==> src/rtl/mul_pkg.sv <==
// Shared definitions for the mul_seq sequential multiplier: FSM state
// encoding and the iteration-counter width helper.
package mul_pkg;

  typedef enum logic [0:0] {
    IDLE = 1'b0,
    RUN  = 1'b1
  } state_t;

  // Counter width for n iterations: clog2(n), never less than one bit.
  function automatic int cnt_width(input int n);
    return (n <= 2) ? 1 : $clog2(n);
  endfunction

endpackage

==> src/rtl/mul_seq_if.sv <==
// Request/result bundle for mul_seq: operands and start in, product,
// busy and fin out.
interface mul_seq_if #(
  parameter int W = 8
);
  logic           start;
  logic           sgn;
  logic [W-1:0]   a;
  logic [W-1:0]   b;
  logic [2*W-1:0] o;
  logic           busy;
  logic           fin;

  modport master (output start, sgn, a, b, input o, busy, fin);
  modport slave  (input start, sgn, a, b, output o, busy, fin);
endinterface

==> src/rtl/mul_step.sv <==
// One radix-2^R shift-add step: acc_out = acc_in + mcand * bits.
// mcand is already shifted into position by the caller.
module mul_step #(
  parameter int W = 8,
  parameter int R = 1
) (
  input  logic [2*W-1:0] acc_in,
  input  logic [2*W-1:0] mcand,
  input  logic [R-1:0]   bits,
  output logic [2*W-1:0] acc_out
);

  logic [2*W-1:0] pp_s;

  // Sum the shifted copies of mcand selected by each multiplier bit.
  always_comb begin
    pp_s = {(2*W){1'b0}};
    for (int i = 0; i < R; i++) begin
      pp_s = pp_s + ((mcand << i) & {(2*W){bits[i]}});
    end
    acc_out = acc_in + pp_s;
  end

endmodule

==> src/rtl/mul_seq.sv <==
// mul_seq: W x W sequential multiplier retiring R multiplier bits per
// cycle, so a product takes N = W/R cycles from start to fin.
// Optional feature: define MUL_SIGNED_EN to honour sgn (two's-complement
// operands via magnitude multiply plus final negate). Without it every
// operation is unsigned and sgn is ignored.
module mul_seq
  import mul_pkg::*;
#(
  parameter int W = 8,
  parameter int R = 1
) (
  input  logic     ck,
  input  logic     rst,
  mul_seq_if.slave bus
);

  localparam int N  = W / R;
  localparam int CW = cnt_width(N);

  if ((W < 2) || (R < 1) || ((W % R) != 0)) begin : g_param_check
    $error("mul_seq: W must be >= 2 and divisible by R");
  end

  state_t          state_r;
  state_t          state_next_s;
  logic [CW-1:0]   cnt_r;
  logic [2*W-1:0]  acc_r;
  logic [2*W-1:0]  mcand_r;
  logic [W-1:0]    mplier_r;
  logic [2*W-1:0]  o_r;
  logic            busy_r;
  logic            fin_r;
  logic [W-1:0]    a_abs_s;
  logic [W-1:0]    b_abs_s;
  logic [2*W-1:0]  acc_step_s;
  logic [2*W-1:0]  res_s;
  logic            load_s;
  logic            done_s;
  logic            last_s;

  assign last_s = (cnt_r == CW'(N - 1));

`ifdef MUL_SIGNED_EN
  logic neg_s;
  logic neg_r;

  // Operand magnitudes and result sign; -2^(W-1) maps to 2^(W-1) unsigned.
  always_comb begin
    a_abs_s = (bus.sgn & bus.a[W-1]) ? (~bus.a + W'(1'b1)) : bus.a;
    b_abs_s = (bus.sgn & bus.b[W-1]) ? (~bus.b + W'(1'b1)) : bus.b;
    neg_s   = bus.sgn & (bus.a[W-1] ^ bus.b[W-1]);
  end

  // Sign flag captured with the operands.
  always_ff @(posedge ck) begin
    if (rst) begin
      neg_r <= 1'b0;
    end else if (load_s) begin
      neg_r <= neg_s;
    end else begin
      neg_r <= neg_r;
    end
  end

  // Final product, negated in 2W bits when the operand signs differed.
  always_comb begin
    res_s = neg_r ? (~acc_step_s + (2*W)'(1'b1)) : acc_step_s;
  end
`else
  logic sgn_unused_s;
  assign sgn_unused_s = bus.sgn;

  // Unsigned build: operands pass straight through.
  always_comb begin
    a_abs_s = bus.a;
    b_abs_s = bus.b;
  end

  // Unsigned build: the accumulator is the product.
  always_comb begin
    res_s = acc_step_s;
  end
`endif

  mul_step #(.W(W), .R(R)) u_step (
    .acc_in  (acc_r),
    .mcand   (mcand_r),
    .bits    (mplier_r[R-1:0]),
    .acc_out (acc_step_s)
  );

  // State register.
  always_ff @(posedge ck) begin
    if (rst) begin
      state_r <= IDLE;
    end else begin
      state_r <= state_next_s;
    end
  end

  // Next state: accept start only in IDLE, leave RUN on the last iteration.
  always_comb begin
    state_next_s = state_r;
    load_s       = 1'b0;
    done_s       = 1'b0;
    case (state_r)
      IDLE: begin
        if (bus.start) begin
          state_next_s = RUN;
          load_s       = 1'b1;
        end else begin
          state_next_s = IDLE;
        end
      end
      RUN: begin
        if (last_s) begin
          state_next_s = IDLE;
          done_s       = 1'b1;
        end else begin
          state_next_s = RUN;
        end
      end
      default: begin
        state_next_s = IDLE;
      end
    endcase
  end

  // Datapath: load operands on start, then one shift-add per RUN cycle.
  always_ff @(posedge ck) begin
    if (rst) begin
      cnt_r    <= {CW{1'b0}};
      acc_r    <= {(2*W){1'b0}};
      mcand_r  <= {(2*W){1'b0}};
      mplier_r <= {W{1'b0}};
    end else if (load_s) begin
      cnt_r    <= {CW{1'b0}};
      acc_r    <= {(2*W){1'b0}};
      mcand_r  <= {{W{1'b0}}, a_abs_s};
      mplier_r <= b_abs_s;
    end else if (state_r == RUN) begin
      cnt_r    <= cnt_r + CW'(1'b1);
      acc_r    <= acc_step_s;
      mcand_r  <= mcand_r << R;
      mplier_r <= mplier_r >> R;
    end else begin
      cnt_r    <= cnt_r;
      acc_r    <= acc_r;
      mcand_r  <= mcand_r;
      mplier_r <= mplier_r;
    end
  end

  // Registered outputs: product updates only with the fin pulse.
  always_ff @(posedge ck) begin
    if (rst) begin
      o_r    <= {(2*W){1'b0}};
      busy_r <= 1'b0;
      fin_r  <= 1'b0;
    end else begin
      busy_r <= (state_next_s == RUN);
      fin_r  <= done_s;
      o_r    <= done_s ? res_s : o_r;
    end
  end

  assign bus.o    = o_r;
  assign bus.busy = busy_r;
  assign bus.fin  = fin_r;

endmodule

==> src/flat_wrapper.sv <==
// flat-port wrapper written by rule: the top's interface ports become plain ports
module mul_seq_flat import mul_pkg::*;
#(
  parameter int W = 8,
  parameter int R = 1
)
  (ck, rst, bus_start, bus_sgn, bus_a, bus_b, bus_o, bus_busy, bus_fin);
  mul_seq_if #(.W(W)) bus_i ();
  input  logic ck;
  input  logic rst;
  input wire logic [$bits(bus_i.start)-1:0] bus_start;
  input wire logic [$bits(bus_i.sgn)-1:0] bus_sgn;
  input wire logic [$bits(bus_i.a)-1:0] bus_a;
  input wire logic [$bits(bus_i.b)-1:0] bus_b;
  output wire logic [$bits(bus_i.o)-1:0] bus_o;
  output wire logic [$bits(bus_i.busy)-1:0] bus_busy;
  output wire logic [$bits(bus_i.fin)-1:0] bus_fin;
  assign bus_i.start = bus_start;
  assign bus_i.sgn = bus_sgn;
  assign bus_i.a = bus_a;
  assign bus_i.b = bus_b;
  assign bus_o = bus_i.o;
  assign bus_busy = bus_i.busy;
  assign bus_fin = bus_i.fin;
  mul_seq #(.W(W), .R(R)) u_core (.ck(ck), .rst(rst), .bus(bus_i));
endmodule
==> config.mk <==
export PLATFORM = sky130hd
export DESIGN_NAME = mul_seq_flat
export DESIGN_NICKNAME = d
export VERILOG_FILES = /design/src/rtl/mul_pkg.sv /design/src/rtl/mul_seq_if.sv /design/src/rtl/mul_step.sv /design/src/rtl/mul_seq.sv /design/src/flat_wrapper.sv
export SDC_FILE = /design/constraint.sdc
export NUM_CORES = 1
export LEC_CHECK = 0
export ABC_AREA = 1
export CAP_MARGIN = 20
export CORE_MARGIN = 5
export CORE_UTILIZATION = 53
export CTS_BUF_LIST = sky130_fd_sc_hd__clkbuf_4 sky130_fd_sc_hd__clkbuf_8
export CTS_CLUSTER_SIZE = 20
export DETAILED_ROUTE_END_ITERATION = 8
export PLACE_DENSITY = 0.86
export SLEW_MARGIN = 40
export SYNTH_ARGS = -nofsm -noshare
export SYNTH_HDL_FRONTEND = slang
export SYNTH_SLANG_ARGS = --single-unit
==> constraint.sdc <==
create_clock -name ck -period 1.95 [get_ports ck]
set_input_delay 0.195 -clock ck [delete_from_list [all_inputs] [get_ports ck]]
set_output_delay 0.195 -clock ck [all_outputs]
set_load 0.03 [all_outputs]
# Word-level counts from Yosys, hierarchy flattened
# Index checks and enable logic that the tools add are counted.
# word_totals
regBits	61
latchBits	0
ramBits	0
romBits	0
input_bits	20
output_inout_bits	18
word_cells	25
mem_count	0
# op_classes
addsub	2
multipliers	0
n_div	0
order_cmp	0
eq_ne	1
shift	0
mux	10
n_bitwise	2
n_reduce_logical	2
# op_table
cell	n
$mux W8	4
$add A16 B16 Y16	1
$and A16 B16 Y16	1
$mux W1	5
$add A3 B1 Y3 const B	1
$eq A3 B3 Y1 const B	1
$pmux W1 S2	1
$reduce_bool A2 Y1	1
$reduce_or A2 Y1	1
$not A1 Y1	1

# Logic depth before layout (Yosys ltp)
# logic_depth
ltp_word	3
depth_mapped	17
depth_no_buf	15

# Hierarchy
# Synthesis repeated with hierarchy kept, for this count alone.
# hier_totals
hier_cells	520
area_unflattened_um2	3398.3
# by_module_without_submodules
module	n_inst	cells_per_inst	area_per_inst_um2	seq_area_each_um2
mul_seq	1	311	2364.8	1221.2
mul_step	1	209	1033.5	0.0

# Worst setup path after synthesis
# Ideal clock, no wire load.
# synth_timing
path_kind	reg-to-reg
from	register u_core.mplier_r[0]
to	register u_core.acc_r[10]
setup_ns	0.109
t_arrival_ns	1.940
required_time_ns	1.841
path_slack_ns	-0.098
path_stages_with_launch	17
n_path_buf	2
period_less_slack_ns	2.048
path_cell_list	dfxtp_1 > buf_2 > clkbuf_1 > nand2_1 > inv_1 > ha_1 > fa_1 > nand2_1 > nand2_1 > nand3_1 > nand2_1 > nand2_1 > nand3b_1 > nand2_1 > nand2_1 > nand2_1 > inv_1
# synth_via
elab_chain_cells	2
# synth_lines
item	line	text
from (decl)	mul_seq.sv:29	logic [W-1:0] mplier_r;
from (signal assigned)	mul_seq.sv:135	mplier_r <= {W{1'b0}};
from (signal assigned)	mul_seq.sv:140	mplier_r <= b_abs_s;
from (signal assigned)	mul_seq.sv:145	mplier_r <= mplier_r >> R;
$and A16 B16 Y16	mul_step.sv:19	pp_s = pp_s + ((mcand << i) & {(2*W){bits[i]}});
$add A16 B16 Y16	mul_step.sv:21	acc_out = acc_in + pp_s;
to (signal assigned)	mul_seq.sv:133	acc_r <= {(2*W){1'b0}};
to (signal assigned)	mul_seq.sv:138	acc_r <= {(2*W){1'b0}};
to (signal assigned)	mul_seq.sv:143	acc_r <= acc_step_s;
to (decl)	mul_seq.sv:27	logic [2*W-1:0] acc_r;
# Every way passes these cells.
# A chain may end at the register's enable or synchronous reset.

# Final worst setup path
# Ends and elaborated chain as after synthesis.

==> flow_summary.json <==
{
  "first_pass_iters": 4,
  "hold_violations": 0,
  "drtAntennaViolNets": 0,
  "synth_top_area_frac": 0.361,
  "switching_share": 0.252,
  "fill_cells": 528,
  "drc": 0,
  "grt_first_pass_wirelength_mm": 13.0,
  "netlist_top_cells_count": "210 x nand2_1, 86 x inv_1, 61 x dfxtp_1",
  "setup_violations": 0,
  "vdd_ir_drop_max_mv": 0.459,
  "critical_path.startpoint_type": "register",
  "grt_pass1_vias": 3116,
  "vias": 3167,
  "grt_antenna_before_repair": 0,
  "initial_core_util": 0.539,
  "synth_area_um2": 3380,
  "power_frac_comb": 0.111,
  "finalMaxSlewViolations": 0,
  "grt_overflow": 0,
  "fin_util": 0.680,
  "clock_latency_ps": 350,
  "synth_cell_types": 31,
  "seq_power_share": 0.464,
  "vias_per_cell": 4.94,
  "row_count": 29,
  "dp_hpwl_mm": 5.41,
  "drt-initial-drc-count": 154,
  "synthCells": 520,
  "portBuffers": 36,
  "critPathCaptureType": "register",
  "power.internal_mw": 2.13,
  "die_h_um": 89.9,
  "p_sw_uw": 716,
  "clockRootBuffer": "clkbuf_8",
  "synth_seq_cells": 61,
  "cts.clk_slew.worst_paths_ps": 70,
  "synthTopCellsByArea": "dfxtp_1 36%, nand2_1 23%, inv_1 9.5%",
  "final_nets": 597,
  "clock.fmax_ghz": 0.541,
  "critPathArrivalTime_ps": 2090,
  "required_ps": 2190,
  "cts_max_level": 3,
  "worstPathMaxFanout": 7,
  "power.density_nw_per_um2": 666,
  "period_share": 0.949,
  "leakage_nw": 2.22,
  "dieWidth_um": 89.9,
  "synth_edf_count": 0,
  "p_clk_frac": 0.425,
  "status": "complete, no violations",
  "boundaryPins": 38,
  "maxCapViolations": 0,
  "finalCriticalPeriod_ps": 1850,
  "synth_most_common_cell": "nand2_1",
  "yosys_warnings": 0,
  "synth_fp_nets": 558,
  "tightest_slew_ps": 541,
  "grt.total_usage": 0.194,
  "grt_max_degree": 27,
  "hold_class": "input port to register",
  "skew_ps": 9.12,
  "routed_wl_mm": 7.79,
  "synth-seq-area-share": 0.361,
  "cts_buffer_depth": 2,
  "cts_tree": "yes",
  "coreArea_um2": 6280,
  "die_area_um2": 8080,
  "setup_tns_ps": 0,
  "drive_gt1_frac": 0.138,
  "n_antenna_cell": 0,
  "async_flop_share": 0,
  "cts.sinks": 61,
  "areaGrowthSynthToFinish_pct": 26.2,
  "slew_headroom": 0.639,
  "synth.avg_cell_area_um2": 6.50,
  "critPathKind": "register to register",
  "synth_largest_area_cell": "dfxtp_1",
  "cts_buffers": 9,
  "synth-main-ff-cell": "dfxtp_1",
  "gp_congestion": 0.879,
  "routedWlPerCell_um": 12.1
}
==> cell families after synthesis <==
group	count (synthesis)	synth area share
AOI/OAI and AO/OA	45	0.0762
DFF	61	0.361
and+or+nand+nor	283	0.345
buffers and inverters	104	0.126
adders and majority gates	18	0.0688
xor gates and xnor gates	9	0.0233
==> per-layer routing <==
metal | vias to the layer above | share of wire | track usage
met2 | 70 | 0.50 | 0.329
met1 | 1434 | 0.43 | 0.225
li1 | 1652 | - | -
met4 | 0 | 0.026 | 0.115
met5 | - | 0 | 0
met3 | 11 | 0.054 | 0.0392
==> area by class of cell <==
type | instances | area [um2] | area share
inverter | 88 | 333 | 0.0780
clock inverter | 3 | 42.5 | 0.00996
tap | 77 | 96.3 | 0.0226
timing repair buffer | 44 | 422 | 0.0988
clock buffer | 13 | 173 | 0.0404
multi-input combinational | 355 | 1980 | 0.463
sequential | 61 | 1230 | 0.287
==> power groups by stage <==
| stage | Clock [mW] | Sequential [mW] | Combinational (mW) |
|---|---|---|---|
| after detailed placement | 0 | 1.34 | 0.290 |
| after global placement | 0 | 1.34 | 0.281 |
| final | 1.21 | 1.32 | 0.314 |
| after global routing | 1.28 | 1.32 | 0.352 |
| after floorplan | 0 | 1.33 | 0.212 |
| after CTS | 1.23 | 1.31 | 0.292 |
==> layout by cell type, fill, tap and decap left out, types with 2 or more instances in the layout <==
cell,synthesis,final
inv_2,1,3
dfxtp_1,61,59
nor2_1,34,30
a22o_1,2,2
clkbuf_8,0,12
nand2_4,1,4
o21ai_0,12,11
nor2_4,3,3
nand2_1,210,198
xnor2_1,5,5
nor2_2,2,6
inv_1,86,84
nand3b_1,2,2
a21oi_2,1,5
ha_1,17,6
a21oi_1,22,17
ha_4,0,11
nand2_2,3,12
clkdlybuf4s50_1,0,36
buf_4,1,6
xor2_1,4,3
o211ai_1,6,6
nand3_1,22,21
==> critical path, stage by stage (launching register included) <==
cell,delay [ps]
dfxtp_4,370
nand2_2,60
inv_2,40
ha_4,150
fa_2,390
nand2_4,100
nand2_1,70
nand3_2,90
nand2_4,70
nand2_1,80
nand3b_1,70
nand2_1,80
nand2_1,50
nand2_1,70
inv_1,40
==> worst paths after layout <==
kind	start	to	slack, ps	depth (start not counted)
max	u_core.mplier_r[0]	u_core.acc_r[10]	100	14
min	bus_b[7]	u_core.mplier_r[7]	390	3
max reg2reg	u_core.mplier_r[0]	u_core.acc_r[10]	100	14
min reg2reg	u_core.bus.o[5]	u_core.bus.o[5]	450	2
==> registers in the layout, summed over array words and instances (netlist names) <==
register,count
u_core.bus.fin,1
u_core.bus.o,16
u_core.acc_r,16
u_core.state_r,1
u_core.mcand_r,16
u_core.mplier_r,8
u_core.cnt_r,3
==> through the flow <==
stage                     total power, mW  std cells  area [um2]  worst slack (ps)  hold WS [ps]
after floorplan                      1.54        520        3390              12.0           339
after global placement               1.62        623        3800              84.3           437
after detailed placement             1.63        623        3800              29.1           441
after CTS                            2.83        639        4010              56.5           384
after global routing                 2.96        641        4270             -38.2           399
final                                2.84        641        4270               100           393
==> what timing repair did <==
| item | in CTS | in global routing |
|---|---|---|
| resized for setup | 1 | 49 |
| endpoints found under the setup margin | 2 | 19 |
| hold buffers | 0 | 0 |
| setup buffers | 0 | 1 |
| gates cloned | 0 | 1 |
| pin swaps | 0 | 8 |
No activity file was read; power rests on OpenSTA's default activity.
